--- config.mk ---
export PLATFORM = sky130hd
export DESIGN_NAME = toysram_16x12_port_ctl
export DESIGN_NICKNAME = d
export VERILOG_FILES = /design/src/rtl/toysram_16x12_port_ctl.sv
export SDC_FILE = /design/constraint.sdc
export NUM_CORES = 1
export LEC_CHECK = 0
export CAP_MARGIN = 10
export CORE_MARGIN = 2
export CORE_UTILIZATION = 48
export DETAILED_ROUTE_END_ITERATION = 8
export PLACE_DENSITY = 0.85
export RECOVER_POWER = 25
export SLEW_MARGIN = 20
export SYNTH_ARGS = -nofsm -noshare
export SYNTH_HDL_FRONTEND = slang
export SYNTH_SLANG_ARGS = --single-unit
--- constraint.sdc ---
create_clock -name clk -period 5.2 [get_ports clk]
set_input_delay 0.78 -clock clk [delete_from_list [all_inputs] [get_ports clk]]
set_output_delay 0.78 -clock clk [all_outputs]
set_load 0.03 [all_outputs]
--- src/rtl/toysram_16x12_port_ctl.sv ---
// Sequencing controller for a 16x12 2R1W toysram subarray: wordline decode, write bitline drive, read capture.
// Optional write-through forwarding on read/write row collision is enabled by defining TOYSRAM_CTL_RDWR_FWD_EN.
module toysram_16x12_port_ctl #(
  parameter int ROWS           = 16,
  parameter int COLS           = 12,
  parameter int AW             = 4,
  parameter int WL_CYC         = 1,
  parameter int RBL_ACTIVE_LOW = 1
) (
  input  logic            clk,
  input  logic            rst,
  input  logic            rd0_req,
  input  logic [AW-1:0]   rd0_addr,
  output logic            rd0_ack,
  output logic            rd0_valid,
  output logic [COLS-1:0] rd0_data,
  input  logic            rd1_req,
  input  logic [AW-1:0]   rd1_addr,
  output logic            rd1_ack,
  output logic            rd1_valid,
  output logic [COLS-1:0] rd1_data,
  input  logic            wr_req,
  input  logic [AW-1:0]   wr_addr,
  input  logic [COLS-1:0] wr_data,
  output logic            wr_ack,
  output logic [ROWS-1:0] rwl0,
  output logic [ROWS-1:0] rwl1,
  output logic [ROWS-1:0] wwl,
  input  logic [COLS-1:0] rbl0,
  input  logic [COLS-1:0] rbl1,
  output logic [COLS-1:0] wbl,
  output logic [COLS-1:0] wblb,
  output logic            busy
);

  if (WL_CYC < 1 || WL_CYC > 4) begin : g_bad_wl_cyc
    $error("toysram_16x12_port_ctl: WL_CYC must be in 1..4");
  end
  if (ROWS != (1 << AW)) begin : g_bad_aw
    $error("toysram_16x12_port_ctl: ROWS must equal 2**AW");
  end

  typedef enum logic [1:0] {IDLE, PULSE, CAPT} state_t;

  localparam logic [ROWS-1:0] ONE_ROW = ROWS'(1);
  localparam logic [1:0]      LAST    = 2'(WL_CYC - 1);

  state_t          state_q, state_d;
  logic [1:0]      cnt_q, cnt_d;
  logic            rd0_en_q, rd0_en_d, rd1_en_q, rd1_en_d;
  logic            fwd0_q, fwd0_d, fwd1_q, fwd1_d;
  logic [ROWS-1:0] rwl0_q, rwl0_d, rwl1_q, rwl1_d, wwl_q, wwl_d;
  logic [COLS-1:0] wbl_q, wbl_d, wblb_q, wblb_d;
  logic            rd0_valid_q, rd0_valid_d, rd1_valid_q, rd1_valid_d;
  logic [COLS-1:0] rd0_data_q, rd0_data_d, rd1_data_q, rd1_data_d;

  logic [COLS-1:0] rbl0_val, rbl1_val;
  logic            hit0, hit1, fwd0, fwd1;

  // A precharged bitline discharges for a stored 1 when RBL_ACTIVE_LOW is set.
  assign rbl0_val = (RBL_ACTIVE_LOW != 0) ? ~rbl0 : rbl0;
  assign rbl1_val = (RBL_ACTIVE_LOW != 0) ? ~rbl1 : rbl1;

  assign hit0 = wr_req && rd0_req && (wr_addr == rd0_addr);
  assign hit1 = wr_req && rd1_req && (wr_addr == rd1_addr);

  always_comb begin
    state_d     = state_q;
    cnt_d       = cnt_q;
    rd0_en_d    = rd0_en_q;
    rd1_en_d    = rd1_en_q;
    fwd0_d      = fwd0_q;
    fwd1_d      = fwd1_q;
    rwl0_d      = rwl0_q;
    rwl1_d      = rwl1_q;
    wwl_d       = wwl_q;
    wbl_d       = wbl_q;
    wblb_d      = wblb_q;
    rd0_valid_d = 1'b0;
    rd1_valid_d = 1'b0;
    rd0_data_d  = rd0_data_q;
    rd1_data_d  = rd1_data_q;
    rd0_ack     = 1'b0;
    rd1_ack     = 1'b0;
    wr_ack      = 1'b0;
`ifdef TOYSRAM_CTL_RDWR_FWD_EN
    fwd0 = hit0;
    fwd1 = hit1;
`else
    fwd0 = 1'b0;
    fwd1 = 1'b0;
`endif

    case (state_q)
      IDLE: begin
        rd0_ack = rd0_req;
        rd1_ack = rd1_req;
`ifdef TOYSRAM_CTL_RDWR_FWD_EN
        wr_ack = wr_req;
`else
        wr_ack = wr_req && !(hit0 || hit1);
`endif
        if (rd0_ack || rd1_ack || wr_ack) begin
          state_d  = PULSE;
          cnt_d    = 2'd0;
          rd0_en_d = rd0_ack;
          rd1_en_d = rd1_ack;
          fwd0_d   = fwd0;
          fwd1_d   = fwd1;
          // A forwarded read must not open its row while the same row is being written.
          rwl0_d   = (rd0_ack && !fwd0) ? (ONE_ROW << rd0_addr) : '0;
          rwl1_d   = (rd1_ack && !fwd1) ? (ONE_ROW << rd1_addr) : '0;
          wwl_d    = wr_ack ? (ONE_ROW << wr_addr) : '0;
          wbl_d    = wr_ack ? wr_data : '0;
          wblb_d   = wr_ack ? ~wr_data : '0;
        end
      end
      PULSE: begin
        if (cnt_q == LAST) begin
          state_d     = CAPT;
          rwl0_d      = '0;
          rwl1_d      = '0;
          wwl_d       = '0;
          wbl_d       = '0;
          wblb_d      = '0;
          rd0_valid_d = rd0_en_q;
          rd1_valid_d = rd1_en_q;
          if (rd0_en_q) rd0_data_d = fwd0_q ? wbl_q : rbl0_val;
          if (rd1_en_q) rd1_data_d = fwd1_q ? wbl_q : rbl1_val;
        end else begin
          cnt_d = cnt_q + 2'd1;
        end
      end
      CAPT: begin
        state_d = IDLE;
      end
      default: begin
        state_d = IDLE;
        rwl0_d  = '0;
        rwl1_d  = '0;
        wwl_d   = '0;
        wbl_d   = '0;
        wblb_d  = '0;
      end
    endcase
  end

  always_ff @(posedge clk or posedge rst) begin
    if (rst) begin
      state_q     <= IDLE;
      cnt_q       <= 2'd0;
      rd0_en_q    <= 1'b0;
      rd1_en_q    <= 1'b0;
      fwd0_q      <= 1'b0;
      fwd1_q      <= 1'b0;
      rwl0_q      <= '0;
      rwl1_q      <= '0;
      wwl_q       <= '0;
      wbl_q       <= '0;
      wblb_q      <= '0;
      rd0_valid_q <= 1'b0;
      rd1_valid_q <= 1'b0;
      rd0_data_q  <= '0;
      rd1_data_q  <= '0;
    end else begin
      state_q     <= state_d;
      cnt_q       <= cnt_d;
      rd0_en_q    <= rd0_en_d;
      rd1_en_q    <= rd1_en_d;
      fwd0_q      <= fwd0_d;
      fwd1_q      <= fwd1_d;
      rwl0_q      <= rwl0_d;
      rwl1_q      <= rwl1_d;
      wwl_q       <= wwl_d;
      wbl_q       <= wbl_d;
      wblb_q      <= wblb_d;
      rd0_valid_q <= rd0_valid_d;
      rd1_valid_q <= rd1_valid_d;
      rd0_data_q  <= rd0_data_d;
      rd1_data_q  <= rd1_data_d;
    end
  end

  assign rwl0      = rwl0_q;
  assign rwl1      = rwl1_q;
  assign wwl       = wwl_q;
  assign wbl       = wbl_q;
  assign wblb      = wblb_q;
  assign rd0_valid = rd0_valid_q;
  assign rd1_valid = rd1_valid_q;
  assign rd0_data  = rd0_data_q;
  assign rd1_data  = rd1_data_q;
  assign busy      = (state_q != IDLE);

endmodule
==> results.ini <==
[layout]
final_common_cell=clkdlybuf4s50_1
most-common-layout-cells=152 x clkdlybuf4s50_1, 104 x dfrtp_1, 88 x nand2_1
antenna-diode-count=0
multiInputGateArea_sq_mm=0.00153
seqCellArea_sq_mm=0.00260
post_route_cells_drive_above_1_share_pct=4.41
total_of_fill_cells_in_the_finished_design=652
layout.nets=593
layout.cell_area.non_filler_sq_mm=0.00609
layout_area_overhead_pct=41.0

[cts]
total_clock_buffers_created_by_cts=9
cts.root.buffer_cell=clkbuf_8
tritoncts_clock_tree=built
cts-hold-fix-buffers=0
clock_latency_ns=0.35
clock_sink_count=104
cts.path.max_buffers=2
cts.repair.resized=0
htree_levels=3
post_cts.repair.setup_buffers=0
worst_setup_hold_path_clk_slew_ns=0.09

[worst_setup_path]
cpMaxStageDelayCell=clkdlybuf4s50_1
timing.setup.critical_path_class=input pin to output pin
worstPathCellList=clkdlybuf4s50_1 -> xor2_1 -> nor3_1 -> nand3_1 -> and2_4 -> clkdlybuf4s50_1
crit_buf_inv=2
worst-r2r-setup-slack_ns=2.85
cp_max_stage_delay_ns=0.61
critPathRequiredTime_ns=4.42
crit_path_max_fanout=14
worst_path_top_cell_family_by_delay=buffers and inverters
cpMostUsedCell=clkdlybuf4s50_1
end_kind=output pin
critPathArrivalTime_ns=3.17
setup.worst_path.start_class=input pin

[drt]
vias_cell=5.27
drcViolationCount=0
drt_wl_total_um=10600
routedWlPerCell_um=16.2
postRouteAntennaNets=0
detailedRoute.firstIterationViolations=151
drt_pre_antenna_iters=4
routed_vias=3433

[run_status]
violations=max-capacitance violations, max-slew violations
result_of_the_run=complete, but fails checks

[floorplan]
die_w_um=98.9
floorplan.die.height_um=98.9
io-pin-count=155
core_region_area_sq_mm=0.00872
fp.dieArea_sq_mm=0.00978
initial_core_utilization_pct=49.5
row_count=34

[power_and_ir_drop]
total_power_mw=3.14
power-per-cell-area_mw_per_mm2=515
leakage_nw=2.61
vdd.ir_drop.worst_mv=0.342

[sta]
final-max-slew-violation-count=74
max_slew_margin_pct=-108
rsz_0062_raised_after_global_routing=false
final-setup-viol-count=0
hold_viol_final=0
final.setup.tns_ns=0
final_clock_period_utilization_by_the_worst_path_pct=75.9
timing.hold.ws_ns=0.485
final_critical_path_time_including_i_o_delays_and_setup_ns=3.95
fin_skew_ns=0.00485
worst-slew-pin-transition_ns=3.10
max_freq_ghz=0.253

[place]
detailedPlacementHpwl_um=7780
place.port_buffers=154
place_congestion=0.814
dpl-instance-area_sq_mm=0.00587

[global_route]
grt_use_total_pct=22.1
grt_start_max_net_pins=74
global_route_wire_length_before_repair_um=17400
grt_pass1_vias=3506
globalRoute.totalOverflow=0
antenna_found_initial=0

[logic_synthesis]
netlist.top_cell.by_area=dfrtp_1
synth_warnings=0
syn_avg_cell_area_sq_um=10.9
synthesis.area_sq_mm=0.00432
synthesis.instances=396
yosys.cell_types.count=33
yosys-top-cells-area=dfrtp_1 60%, nand2_1 7.6%, mux2i_1 6.5%
ys_seq_elements=104
synth_top_area_share_pct=60.2
synth_fp_nets=450
ys_seq_area_share_pct=60.2

[flow_run]
cap_viol_max_count=1

[hold_path]
hold_path_class=flop to flop

[worst register-to-register path, stage by stage, from the launching register on]
cell and delay (ns):
dfrtp_1 0.43, nor2_1 0.26, nand2_1 0.18, a31oi_4 0.39
and2_4 0.22, buf_4 0.50, o21ai_0 0.23
[worst paths after layout]
kind,from,endpoint,cells after the start
max in group asynchronous,rst,rd1_data[7],3
min,rd1_data[11],rd1_data[11],2
min reg2reg,rd1_data[11],rd1_data[11],2
min in group asynchronous,rst,wwl[7],2
max,wr_addr[2],wr_ack,6
max reg2reg,state_q[0],wbl[0],6
[cell type report]
class,count,area share (%)
clock buffer,10,2.09
tap,108,2.22
sequential,104,42.7
multi-input combinational,257,25.1
inverter,9,0.575
clock inverter,6,1.52
timing repair buffer,158,25.8
[registers in the layout (all words and copies together), names as in the netlist]
name       cells
rd1_valid      1
rd0_en_q       1
wblb          12
rd0_valid      1
state_q        2
rwl0          16
rd0_data      12
rd1_data      12
wwl           16
cnt_q          2
wbl           12
rd1_en_q       1
rwl1          16
[cells in the mapped netlist]
cell and n:
nor3b_1 1, nand2b_1 4, o21ai_1 6, o2bb2ai_1 12, inv_1 9, o32ai_1 1
ha_1 1, nand3_1 22, nand4_1 1, and2_1 2, a21o_1 1, o31ai_1 1
a32o_1 6, nor2b_1 9, o21ai_0 35, clkbuf_2 1, dfrtp_1 104, a21boi_2 1
xnor2_1 2, mux2i_1 28, a21oi_1 1, xor2_1 6, buf_6 6, o31a_1 1
buf_2 9, nor3_1 4, a31oi_4 1, a22o_1 12, clkbuf_1 10, and2_4 1
nor3_2 1, nand2_1 88, nor2_1 9
[cell families (layout without fill, tap and decap cells)]
| kind of cell | count (synthesis) | after routing | share of synthesized area (%) |
|---|---|---|---|
| simple gates | 142 | 142 | 14.4 |
| flops | 104 | 104 | 60.2 |
| compound gates | 78 | 78 | 12.6 |
| buf+inv | 35 | 183 | 4.37 |
| mux | 28 | 28 | 6.49 |
| xor+xnor | 8 | 8 | 1.62 |
| fa+ha+maj | 1 | 1 | 0.290 |
[power by group]
part           leakage (nW)  switching [mW]  internal (mW)
Clock                 0.103           0.274          0.274
Sequential             1.39           0.117           1.02
Combinational          1.12           0.909          0.546
Total                  2.61            1.30           1.84
[metal layers]
layer / share of wire (%) / global-route usage (%) / routed length (um) / vias to the layer above
li1: - / - / - / 1638
met1: 42 / 28.3 / 4460 / 1657
met2: 49 / 36.4 / 5170 / 128
met3: 7.8 / 6.60 / 825 / 10
met4: 1.1 / 6.74 / 121 / 0
met5: 0 / 0 / 0 / -
[per-stage QoR]
step,instances,setup WS [ns],utilization [%]
floorplan,396,1.69,-
global placement,636,1.35,67.4
detailed placement,636,1.30,67.4
CTS,652,1.29,69.9
global route,652,1.17,69.9
finish,652,1.25,69.9
Power figures use the tool's default switching activity.
